<file path="src/rtl/frame_sync_descrambler.sv">
// frame_sync_descrambler: hunts a sync word, then descrambles x^7+x^6+1 additive-scrambled frames.
// Optional SYNC_ERR_CNT_EN adds a saturating sync-mismatch counter and a lock_lost pulse.
module frame_sync_descrambler #(
  parameter int                  SYNC_LEN  = 8,
  parameter logic [SYNC_LEN-1:0] SYNC_WORD = 8'hB4,
  parameter int                  FRAME_LEN = 16,
  parameter logic [6:0]          SEED      = 7'h7F,
  parameter int                  MISS_MAX  = 2
) (
  input  logic       clk,
  input  logic       rst,
  input  logic       enable,
  input  logic       serial_in,
  output logic       descrambled_out,
  output logic       data_valid,
  output logic       locked,
  output logic       frame_start
`ifdef SYNC_ERR_CNT_EN
  ,
  output logic [7:0] sync_err_cnt,
  output logic       lock_lost
`endif
);
  localparam int BW = $clog2(FRAME_LEN + 1);
  typedef enum logic [1:0] {HUNT, LOCKED, CHECK} state_t;
  state_t              state_q;
  logic [SYNC_LEN-2:0] sr_q;
  logic [6:0]          lfsr_q;
  logic [BW-1:0]       bit_cnt_q;
  logic [4:0]          sc_q;
  logic [3:0]          miss_cnt_q;
  logic [SYNC_LEN-1:0] win;
  logic                fb, sync_ok, last_bit, last_sync, drop;
  assign win       = {sr_q, serial_in};
  assign fb        = lfsr_q[6] ^ lfsr_q[5];
  assign sync_ok   = win == SYNC_WORD;
  assign last_bit  = bit_cnt_q == BW'(FRAME_LEN - 1);
  assign last_sync = sc_q == 5'(SYNC_LEN - 1);
  assign drop      = ({1'b0, miss_cnt_q} + 5'd1) >= 5'(MISS_MAX);
  assign locked    = state_q != HUNT;
  always_ff @(posedge clk or negedge rst) begin
    if (!rst) begin
      state_q         <= HUNT;
      sr_q            <= '0;
      lfsr_q          <= SEED;
      bit_cnt_q       <= '0;
      sc_q            <= '0;
      miss_cnt_q      <= '0;
      descrambled_out <= 1'b0;
      data_valid      <= 1'b0;
      frame_start     <= 1'b0;
`ifdef SYNC_ERR_CNT_EN
      sync_err_cnt    <= '0;
      lock_lost       <= 1'b0;
`endif
    end else begin
      data_valid  <= 1'b0;
      frame_start <= 1'b0;
`ifdef SYNC_ERR_CNT_EN
      lock_lost   <= 1'b0;
`endif
      if (enable) begin
        sr_q <= win[SYNC_LEN-2:0];
        case (state_q)
          HUNT: if (sync_ok) begin
            state_q     <= LOCKED;
            lfsr_q      <= SEED;
            bit_cnt_q   <= '0;
            miss_cnt_q  <= '0;
            frame_start <= 1'b1;
          end
          LOCKED: begin
            descrambled_out <= serial_in ^ fb;
            data_valid      <= 1'b1;
            lfsr_q          <= {lfsr_q[5:0], fb};
            bit_cnt_q       <= last_bit ? '0 : bit_cnt_q + 1'b1;
            sc_q            <= '0;
            if (last_bit) state_q <= CHECK;
          end
          CHECK: if (!last_sync) sc_q <= sc_q + 5'd1;
          else begin
            lfsr_q <= SEED;
            if (sync_ok) begin
              miss_cnt_q  <= '0;
              frame_start <= 1'b1;
              state_q     <= LOCKED;
            end else begin
              // a miss either freewheels through another frame or, at the limit, drops lock
              miss_cnt_q <= drop ? 4'd0 : miss_cnt_q + 4'd1;
              state_q    <= drop ? HUNT : LOCKED;
`ifdef SYNC_ERR_CNT_EN
              if (sync_err_cnt != 8'hFF) sync_err_cnt <= sync_err_cnt + 8'd1;
              lock_lost <= drop;
`endif
            end
          end
          default: state_q <= HUNT;
        endcase
      end
    end
  end
endmodule
</file>
<file path="config.mk">
export PLATFORM = sky130hd
export DESIGN_NAME = frame_sync_descrambler
export DESIGN_NICKNAME = d
export VERILOG_FILES = /design/src/rtl/frame_sync_descrambler.sv
export SDC_FILE = /design/constraint.sdc
export NUM_CORES = 1
export LEC_CHECK = 0
export CELL_PAD_IN_SITES_DETAIL_PLACEMENT = 0
export CELL_PAD_IN_SITES_GLOBAL_PLACEMENT = 2
export CORE_MARGIN = 2
export CORE_UTILIZATION = 40
export CTS_CLUSTER_DIAMETER = 50
export DETAILED_ROUTE_END_ITERATION = 7
export PLACE_DENSITY_LB_ADDON = 0.1
export SYNTH_ARGS = -nofsm -noshare
export SYNTH_HDL_FRONTEND = slang
export SYNTH_SLANG_ARGS = --single-unit
</file>
<file path="constraint.sdc">
create_clock -name clk -period 2 [get_ports clk]
set_clock_uncertainty 0.15 [all_clocks]
set_input_delay 0.4 -clock clk [delete_from_list [all_inputs] [get_ports clk]]
set_output_delay 0.4 -clock clk [all_outputs]
set_load 0.05 [all_outputs]
</file>
# Yosys cells after proc, flatten, opt, wreduce, memory -nomap -nowiden
# Cells that the tools add are included.
# op_classes
bitwise,2
order_cmp,1
n_mux,25
addsub,4
reduce_logical,12
n_eq_ne,9
# ops
cell,count
one-hot mux 7 bit (3 select lines),1
one-hot mux 5 bit (2 select lines),2
2-to-1 mux 4 bit,4
2-to-1 mux 5 bit,3
2-to-1 mux 7 bit,2
AND reduction 4 bit,3
adder 5 x 1 -> 5 bit (second input constant),2
== test 8 bit (second input constant),1
inequality test 2 bit (second input constant),4
one-hot mux 4 bit (2 select lines),1
nonzero test 2 bit,4
2-to-1 mux 1 bit,7
2-to-1 mux 2 bit,3
one-hot mux 2 bit (3 select lines),1
AND reduction 3 bit,2
adder 4 x 1 -> 5 bit (second input constant),1
== test 5 x 3 -> 1 bit (second input constant),1
== test 5 x 4 -> 1 bit (second input constant),1
greater-or-equal comparator 5 x 2 -> 1 bit (second input constant),1
adder 4 x 1 -> 4 bit (second input constant),1
nonzero test 3 bit,1
== test 2 x 1 -> 1 bit (second input constant),1
== test 2 bit (second input constant),1
zero test 2 bit,1
other kinds (3),4
# word_totals
register_bits,33

# Depth between registers and ports, before layout
# Gate-level depths: netlist of run 1.
# depth
ltp_word,6
mapped_depth,6
mapped_depth_nobuf,5

# Worst setup path after synthesis of run 1
# OpenSTA, ideal clock, no wires.
# synth_path
path_type,reg2reg
from,register sc_q[0]
to,register miss_cnt_q[0]
path_buffers,0
setup_slack_ns,0.165
arrival_ns,1.558
path_stages_with_launch,6
setup_time_ns,0.128
synth_period_minus_slack_ns,1.835
path_cell_list,dfrtp_1 ha_1 and4bb_2 nor3b_4 a21oi_1 mux2_1
# synth_between
elab_chain_len,3
# synth_lines
element,line_no,text
from (decl),30,logic [4:0] sc_q;
from (signal assigned),80,CHECK: if (!last_sync) sc_q <= sc_q + 5'd1;
== test 5 x 3 -> 1 bit,38,assign last_sync = sc_q == 5'(SYNC_LEN - 1);
inequality test 2 bit (no source line),-,
AND reduction 4 bit (no source line),-,
to (signal assigned),89,miss_cnt_q <= drop ? 4'd0 : miss_cnt_q + 4'd1;
to (decl),31,logic [3:0] miss_cnt_q;
# No other way between the ends.
# A chain may end at the register's enable or synchronous reset.

# Final worst setup path of run 1
# layout_path
from,input serial_in
to,register miss_cnt_q[0]
# layout_between
elab_chain_len,4
word_cells_on_any_way,6
# layout_lines
element,line_no,text
from (decl),13,"input logic serial_in,"
== test 8 bit (*),36,assign sync_ok = win == SYNC_WORD;
2-to-1 mux 4 bit,83,if (sync_ok) begin
2-to-1 mux 4 bit,80,
one-hot mux 4 bit (2 select lines),64,case (state_q)
# Every way passes the cells marked *; elsewhere a longest branch is shown, timed or not. The select of a mux whose other input is x is not followed.

==> impl_results.html, run 1 <==
<table>
<tr><th>Metric</th><th>Value</th></tr>
<tr><th colspan="2">Outcome</th></tr>
<tr><td>Status</td><td>finished, final reports clean</td></tr>
<tr><th colspan="2">Cells and area</th></tr>
<tr><td>Post-route cell area</td><td>1850 um^2</td></tr>
<tr><td>Final antenna diode count</td><td>0</td></tr>
<tr><td>Post-Route Utilization</td><td>49.4%</td></tr>
<tr><td>Area growth from synthesis to final layout</td><td>16.5%</td></tr>
<tr><td>Count of placed standard cells in the final layout, fillers left out</td><td>201</td></tr>
<tr><td>Net count reported at finish</td><td>160</td></tr>
<tr><td>Fraction of final layout cells sized beyond drive strength 1</td><td>36.6%</td></tr>
<tr><th colspan="2">Power and ir drop</th></tr>
<tr><td>Static Leakage</td><td>0.845 nW</td></tr>
<tr><td>Maximum VDD drop</td><td>0.000545 V</td></tr>
<tr><td>Power per unit of standard cell area</td><td>916 nW/um^2</td></tr>
<tr><td>Sum of internal, switching and leakage power</td><td>1.69 mW</td></tr>
<tr><th colspan="2">Timing</th></tr>
<tr><td>Part of the cycle the worst path needs</td><td>98.8%</td></tr>
<tr><td>Worst hold slack</td><td>0.327 ns</td></tr>
<tr><td>Transition time of the tightest slew-check pin</td><td>0.424 ns</td></tr>
<tr><td>Timing-limited maximum frequency</td><td>0.506 GHz</td></tr>
<tr><td>Headroom to the max-slew limit</td><td>71.8%</td></tr>
<tr><td>Shortest clock period the worst path allows after layout</td><td>1.98 ns</td></tr>
<tr><td>Setup-violating endpoint count in the final report</td><td>0</td></tr>
<tr><td>Hold Vio Cnt, Final</td><td>0</td></tr>
<tr><td>Number of pins with negative max-slew slack in the final report</td><td>0</td></tr>
<tr><th colspan="2">Logic synthesis</th></tr>
<tr><td>Xor/xnor share of the synthesized area</td><td>1.10%</td></tr>
<tr><td>Compound-Gate Fraction of Synth Area</td><td>15.1%</td></tr>
<tr><td>Distinct cell type count after synthesis</td><td>44</td></tr>
<tr><td>Async set-or-reset flop fraction in the synthesized netlist</td><td>100%</td></tr>
<tr><td>Syn Nets</td><td>140</td></tr>
<tr><td>Share of cell area taken by muxes after synthesis</td><td>7.57%</td></tr>
<tr><td>Dominant register cell in the synthesized netlist</td><td>dfrtp_1</td></tr>
<tr><td>Number of instances in the synthesized netlist</td><td>132</td></tr>
<tr><td>Post-synthesis instance area</td><td>1590 um^2</td></tr>
<tr><td>Adder-cell share of the synthesized area</td><td>3.15%</td></tr>
<tr><td>Area fraction in and, or, nand and nor cells after synthesis</td><td>16.6%</td></tr>
<tr><td>Flip-flop and latch count after synthesis</td><td>33</td></tr>
<tr><td>Mean cell area of the mapped netlist</td><td>12.0 um^2</td></tr>
<tr><td>Portion of the post-synthesis area used by sequential elements</td><td>52.6%</td></tr>
<tr><td>Number of synthesized flops with an enable pin</td><td>0</td></tr>
<tr><td>Synthesis warning total</td><td>0</td></tr>
<tr><td>Combinational family with the most area after synthesis</td><td>simple AND/OR/NAND/NOR gates</td></tr>
<tr><th colspan="2">Detailed routing</th></tr>
<tr><td>Violation count after the first detailed-routing iteration</td><td>57</td></tr>
<tr><td>Total length of routed wires</td><td>2.90 mm</td></tr>
<tr><td>Via count</td><td>1067</td></tr>
<tr><td>Antenna viol nets, final</td><td>0</td></tr>
<tr><td>Remaining DRCs</td><td>0</td></tr>
<tr><td>Number of detailed-route iterations in the first pass</td><td>4</td></tr>
<tr><td>Via/cell ratio</td><td>5.31</td></tr>
<tr><td>Per-cell routed wire length</td><td>14.4 um</td></tr>
<tr><th colspan="2">GRT</th></tr>
<tr><td>Global-route wire length before repair</td><td>5.09 mm</td></tr>
<tr><td>GR met1 Demand/Resource</td><td>18.6%</td></tr>
<tr><td>Via count of the first global-routing pass</td><td>1068</td></tr>
<tr><td>Antenna violations before repair</td><td>0</td></tr>
<tr><td>Congestion Overflow GR</td><td>0</td></tr>
<tr><td>Met3 global-route usage</td><td>5.07%</td></tr>
<tr><td>Global route hottest layer</td><td>met2</td></tr>
<tr><td>Global router's overall resource usage</td><td>15.7%</td></tr>
<tr><td>Met2 track demand over resource in global routing</td><td>26.0%</td></tr>
<tr><td>Largest net degree at the start of global routing</td><td>34</td></tr>
<tr><th colspan="2">Clock tree</th></tr>
<tr><td>Maximum number of buffers from clock root to sink</td><td>2</td></tr>
<tr><td>Total CTS buffers</td><td>5</td></tr>
<tr><td>CTS Hold Bufs</td><td>0</td></tr>
<tr><td>Clk slew on worst S/H paths</td><td>0.06 ns</td></tr>
<tr><td>Post-cts repair resize count</td><td>0</td></tr>
<tr><td>Clk sinks</td><td>33</td></tr>
<tr><td>CTS tree</td><td>done</td></tr>
<tr><td>H-tree lvl count</td><td>2</td></tr>
<tr><td>CTS root buf</td><td>clkbuf_8</td></tr>
<tr><td>Post-CTS Setup Bufs</td><td>0</td></tr>
<tr><td>Clock latency on the worst-skew pair</td><td>0.28 ns</td></tr>
<tr><th colspan="2">Critical path</th></tr>
<tr><td>Launching element type of the critical path</td><td>primary input</td></tr>
<tr><td>Worst reg2reg startpoint</td><td>sc_q[0]</td></tr>
<tr><td>Crit path arrival time</td><td>1.99 ns</td></tr>
<tr><td>Maximum fanout along the worst path</td><td>4</td></tr>
<tr><td>Crit end category</td><td>register</td></tr>
<tr><td>Crit path kind</td><td>primary input to register</td></tr>
<tr><td>Slack of the worst reg-to-reg path</td><td>0.17 ns</td></tr>
<tr><td>Required time worst endpoint</td><td>2.01 ns</td></tr>
<tr><td>Depth of the worst register-to-register path</td><td>5</td></tr>
<tr><td>Worst r2r dst</td><td>miss_cnt_q[0]</td></tr>
<tr><th colspan="2">Job</th></tr>
<tr><td>Max-Cap Viols</td><td>0</td></tr>
<tr><th colspan="2">Floorplanning</th></tr>
<tr><td>Chip width</td><td>67.0 um</td></tr>
<tr><td>Initial Utilization</td><td>42.4%</td></tr>
<tr><td>Standard-cell row count</td><td>22</td></tr>
<tr><td>Vertical extent of the die</td><td>67.0 um</td></tr>
<tr><td>Core region area</td><td>3740 um^2</td></tr>
<tr><td>Die area</td><td>4490 um^2</td></tr>
<tr><td>Number of primary I/O pins</td><td>8</td></tr>
<tr><th colspan="2">Placement</th></tr>
<tr><td>DPL Wire Length</td><td>2.09 mm</td></tr>
<tr><td>Placed Cells incl. Taps</td><td>193</td></tr>
<tr><td>Number of buffers inserted by port buffering</td><td>7</td></tr>
<tr><td>Final weighted congestion in routability-driven placement</td><td>0.719</td></tr>
<tr><td>Post-place instance area</td><td>1760 um^2</td></tr>
<tr><th colspan="2">Worst hold path</th></tr>
<tr><td>Hold EP</td><td>sc_q[4]</td></tr>
<tr><td>Kind of path behind the tightest hold check</td><td>register to register</td></tr>
<tr><td>HP Start</td><td>sc_q[4]</td></tr>
<tr><td>Hold Crit Depth</td><td>1</td></tr>
</table>
-- per-layer routing --
layer	vias up	wire, um	share of wire (%)
li1	524	-	-
met1	524	1350	47
met2	13	1400	48
met3	6	91	3.1
met4	0	53	1.8
met5	-	0	0
-- stage by stage --
step,setup slack [ns],TNS (ns)
after floorplan,0.165,0
after global placement,-0.257,-2.93
after detailed placement,-0.279,-3.26
after CTS,0.0225,0
after global routing,-0.00438,-0.00438
final,0.0234,0
-- placed cells by master, fill, tap and decap left out, drive strengths merged, types with 2 or more instances in the layout --
master	count
a21oi	2
a22o	2
and2	5
and3	2
buf	15
clkbuf	7
clkdlybuf4s50	3
dfrtp	26
dfstp	7
ha	4
inv	7
mux2	8
mux2i	3
nand2	7
nand3	3
nand4	3
nor2	6
nor2b	3
nor3	2
nor4	2
o21ai	8
o2bb2ai	2
o32a	7
or4b	2
-- sequential cells by signal (all words and copies together) (netlist names) --
name	flops
bit_cnt_q	5
data_valid	1
descrambled_out	1
frame_start	1
lfsr_q	7
miss_cnt_q	4
sc_q	5
sr_q	7
state_q	2
-- layout make-up --
type | count | area [um^2]
clock inverter | 1 | 7.51
fill | 368 | 1900
multi-input combinational | 87 | 701
inverter | 7 | 26.3
sequential | 33 | 835
tap | 48 | 60.1
timing repair buffer | 18 | 143
clock buffer | 7 | 76.3
-- critical path: stages --
cell and delay (ns):
clkdlybuf4s50_1 0.45, or4b_4 0.56, nor2_1 0.17, a21oi_2 0.09, mux2_1 0.31
-- worst max-delay path by stage --
stage,startpoint,to,slack (ns),cells after the start
floorplan,sc_q[0],miss_cnt_q[0],0.16,5
global placement,serial_in,bit_cnt_q[3],-0.26,5
detailed placement,serial_in,bit_cnt_q[3],-0.28,5
CTS,serial_in,miss_cnt_q[0],0.02,5
global route,serial_in,miss_cnt_q[0],-0.004,5
finish,serial_in,miss_cnt_q[0],0.02,5
-- power by group --
| part | switching, mW | total (mW) | internal [mW] |
|---|---|---|---|
| logic | 0.116 | 0.293 | 0.177 |
| registers | 0.0830 | 0.924 | 0.841 |
| clock network | 0.231 | 0.477 | 0.246 |
| total | 0.430 | 1.69 | 1.26 |
-- cells by family after synthesis --
family          after synthesis
simple gates                 41
buf+inv                      12
fa+ha+maj                     4
flops                        33
compound gates               29
mux                          11
xor+xnor                      2
-- cell usage after synthesis (all sizes together) (3+ instances only) --
library cell / n / area, um^2
and2: 5 / 37.5
buf: 3 / 26.3
dfrtp: 26 / 651
dfstp: 7 / 184
ha: 4 / 50.1
inv: 7 / 26.3
mux2: 8 / 90.1
mux2i: 3 / 30.0
nand2: 7 / 26.3
nand3: 3 / 15.0
nand4: 3 / 18.8
nor2: 6 / 22.5
nor2b: 3 / 18.8
o21ai: 8 / 40.0
o32a: 7 / 78.8
(Power assumes the default switching activity.)
==> run 2, diff against run 1 <==
- RECOVER_POWER: not set -> 50
==> run 2 against run 1 <==
  * Via count decreased by 0.19%
  * Fmax is the same
  * Routed wire length grew 0.10%
  * Sequential power is essentially flat
  * Global-route usage unchanged
  * Count of clock-buffer cells in the layout is the same
  * First-iteration DRC count fell by 1.8%
  * Sequential share of layout area up 0.15 points
  * Cell count unchanged
  * Clock power about the same
  * Power about the same
  * Critical path type unchanged
  * Critical endpoint unchanged
  * Largest cell class unchanged
  * Largest power group unchanged
  * Highest routed layer unchanged
==> impl_results.html, run 2 (synthesized netlist as in run 1, its figures left out) <==
<table>
<tr><th>Metric</th><th>Value</th></tr>
<tr><th colspan="2">Cells and area</th></tr>
<tr><td>Most frequent cells in the layout</td><td>dfrtp_1 (26), buf_4 (13), o21ai_0 (8)</td></tr>
<tr><td>Net count reported at finish</td><td>160</td></tr>
<tr><td># fillers</td><td>369</td></tr>
<tr><td>Post-route cell area</td><td>1840 um^2</td></tr>
<tr><td>Largest registers</td><td>lfsr_q x7, sr_q x7</td></tr>
<tr><td>Leading cell type in the layout, fill and taps excluded</td><td>dfrtp_1</td></tr>
<tr><td>Final antenna diode count</td><td>0</td></tr>
<tr><td>Area growth from synthesis to final layout</td><td>16.1%</td></tr>
<tr><td>Fraction of final layout cells sized beyond drive strength 1</td><td>35.9%</td></tr>
<tr><th colspan="2">Clock tree</th></tr>
<tr><td>CTS tree</td><td>done</td></tr>
<tr><td>Post-CTS Setup Bufs</td><td>0</td></tr>
<tr><td>Total CTS buffers</td><td>5</td></tr>
<tr><td>Clk sinks</td><td>33</td></tr>
<tr><td>Maximum number of buffers from clock root to sink</td><td>2</td></tr>
<tr><td>H-tree lvl count</td><td>2</td></tr>
<tr><td>Clock latency on the worst-skew pair</td><td>0.28 ns</td></tr>
<tr><td>Clk slew on worst S/H paths</td><td>0.06 ns</td></tr>
<tr><td>CTS root buf</td><td>clkbuf_8</td></tr>
<tr><th colspan="2">Power and ir drop</th></tr>
<tr><td>Static Leakage</td><td>0.841 nW</td></tr>
<tr><td>Power per unit of standard cell area</td><td>919 nW/um^2</td></tr>
<tr><td>Sum of internal, switching and leakage power</td><td>1.69 mW</td></tr>
<tr><td>Maximum VDD drop</td><td>0.000545 V</td></tr>
<tr><th colspan="2">Timing</th></tr>
<tr><td>Part of the cycle the worst path needs</td><td>98.8%</td></tr>
<tr><td>Transition time of the tightest slew-check pin</td><td>0.822 ns</td></tr>
<tr><td>Hold Vio Cnt, Final</td><td>0</td></tr>
<tr><td>Setup slack after layout</td><td>0.0234 ns</td></tr>
<tr><td>Headroom to the max-slew limit</td><td>45.2%</td></tr>
<tr><td>Setup-violating endpoint count in the final report</td><td>0</td></tr>
<tr><td>Shortest clock period the worst path allows after layout</td><td>1.98 ns</td></tr>
<tr><td>Timing-limited maximum frequency</td><td>0.506 GHz</td></tr>
<tr><td>Number of pins with negative max-slew slack in the final report</td><td>0</td></tr>
<tr><th colspan="2">Critical path</th></tr>
<tr><td>Crit end category</td><td>register</td></tr>
<tr><td>Required time worst endpoint</td><td>2.01 ns</td></tr>
<tr><td>Launching element type of the critical path</td><td>primary input</td></tr>
<tr><td>CP delay by family, top</td><td>simple AND/OR/NAND/NOR gates</td></tr>
<tr><td>Crit path arrival time</td><td>1.99 ns</td></tr>
<tr><td>Largest stage delay on the critical path</td><td>0.56 ns</td></tr>
<tr><td>Maximum fanout along the worst path</td><td>4</td></tr>
<tr><td>Crit path kind</td><td>primary input to register</td></tr>
<tr><td>Slowest cell on crit path</td><td>or4b_4</td></tr>
<tr><td>CP cell instances</td><td>clkdlybuf4s50_1 -&gt; or4b_4 -&gt; nor2_1 -&gt; a21oi_2 -&gt; mux2_1</td></tr>
<tr><td>Critical path buffer and inverter count</td><td>1</td></tr>
<tr><th colspan="2">Placement</th></tr>
<tr><td>Worst Setup Slack post-DPL</td><td>-0.279 ns</td></tr>
<tr><td>DPL Wire Length</td><td>2.09 mm</td></tr>
<tr><td>Post-place instance area</td><td>1760 um^2</td></tr>
<tr><td>Number of buffers inserted by port buffering</td><td>7</td></tr>
<tr><td>Final weighted congestion in routability-driven placement</td><td>0.719</td></tr>
<tr><th colspan="2">Detailed routing</th></tr>
<tr><td>Violation count after the first detailed-routing iteration</td><td>56</td></tr>
<tr><td>Total length of routed wires</td><td>2.90 mm</td></tr>
<tr><td>Per-cell routed wire length</td><td>14.4 um</td></tr>
<tr><td>Number of detailed-route iterations in the first pass</td><td>4</td></tr>
<tr><td>Via count</td><td>1065</td></tr>
<tr><td>Remaining DRCs</td><td>0</td></tr>
<tr><td>Antenna viol nets, final</td><td>0</td></tr>
<tr><td>Via/cell ratio</td><td>5.30</td></tr>
<tr><th colspan="2">Floorplanning</th></tr>
<tr><td>Die area</td><td>4490 um^2</td></tr>
<tr><td>Standard-cell row count</td><td>22</td></tr>
<tr><td>Chip width</td><td>67.0 um</td></tr>
<tr><td>Vertical extent of the die</td><td>67.0 um</td></tr>
<tr><td>Number of primary I/O pins</td><td>8</td></tr>
<tr><td>Initial Utilization</td><td>42.4%</td></tr>
<tr><td>Core region area</td><td>3740 um^2</td></tr>
<tr><th colspan="2">GRT</th></tr>
<tr><td>Largest net degree at the start of global routing</td><td>34</td></tr>
<tr><td>Global router's overall resource usage</td><td>15.7%</td></tr>
<tr><td>Global-route wire length before repair</td><td>5.09 mm</td></tr>
<tr><td>Antenna violations before repair</td><td>0</td></tr>
<tr><td>Congestion Overflow GR</td><td>0</td></tr>
<tr><td>Via count of the first global-routing pass</td><td>1068</td></tr>
<tr><th colspan="2">Worst hold path</th></tr>
<tr><td>Kind of path behind the tightest hold check</td><td>register to register</td></tr>
<tr><th colspan="2">Outcome</th></tr>
<tr><td>Status</td><td>finished, final reports clean</td></tr>
<tr><th colspan="2">Job</th></tr>
<tr><td>Max-Cap Viols</td><td>0</td></tr>
</table>
[run 2: cell types whose count changed in the layout (fill, tap and decap cells not counted)]
cell             change
clkbuf_2             +1
clkbuf_1             +1
clkdlybuf4s50_1      -1
buf_4                -2
dlygate4sd3_1        +1
[run 2: timing repair]
item | 4_1_cts | 5_1_grt
resized for setup | 0 | 3
setup endpoints to repair | 0 | 3
hold buffers | 0 | 0
[run 2: metal layers]
metal / vias to the layer above / wire [um] / track usage, %
met3: 6 / 90 / 5.07
met5: - / 0 / 0
met2: 11 / 1400 / 26.0
met1: 524 / 1360 / 18.6
met4: 0 / 53 / 6.89
li1: 524 / - / -
[run 2: final cells by class]
type | count | area [um^2] | share of cell area (%)
inverters | 7 | 26.3 | 1.43
well taps | 48 | 60.1 | 3.26
clock inverters | 1 | 7.51 | 0.408
flip-flops and latches | 33 | 835 | 45.3
multi-input cells | 87 | 701 | 38.0
clock buffers | 7 | 76.3 | 4.14
repair buffers | 18 | 136 | 7.40
[run 2: through the flow]
step | TNS [ns] | utilization (%) | std cells | hold slack, ns
after floorplan | 0 | - | 132 | -0.0456
after global placement | -2.93 | 46.9 | 193 | 0.309
after detailed placement | -3.26 | 46.9 | 193 | 0.314
after CTS | 0 | 49.1 | 201 | 0.326
after global routing | -0.00438 | 49.2 | 201 | 0.358
final | 0 | 49.2 | 201 | 0.327
[run 2: power by group]
part	switching, mW	total, mW	internal [mW]	leakage, nW
Clock	0.231	0.477	0.246	0.0385
Combinational	0.116	0.292	0.175	0.387
Sequential	0.0830	0.924	0.841	0.416
[run 2: path summary, 6_finish.rpt]
check | startpoint | endpoint | slack (ns) | depth (start not counted)
max | serial_in | miss_cnt_q[0] | 0.02 | 5
min reg2reg | sc_q[4] | sc_q[4] | 0.33 | 1
max reg2reg | sc_q[0] | miss_cnt_q[0] | 0.17 | 5
max in group asynchronous | rst | miss_cnt_q[0] | 0.59 | 2
min in group asynchronous | rst | sc_q[3] | 0.59 | 2
min | sc_q[4] | sc_q[4] | 0.33 | 1
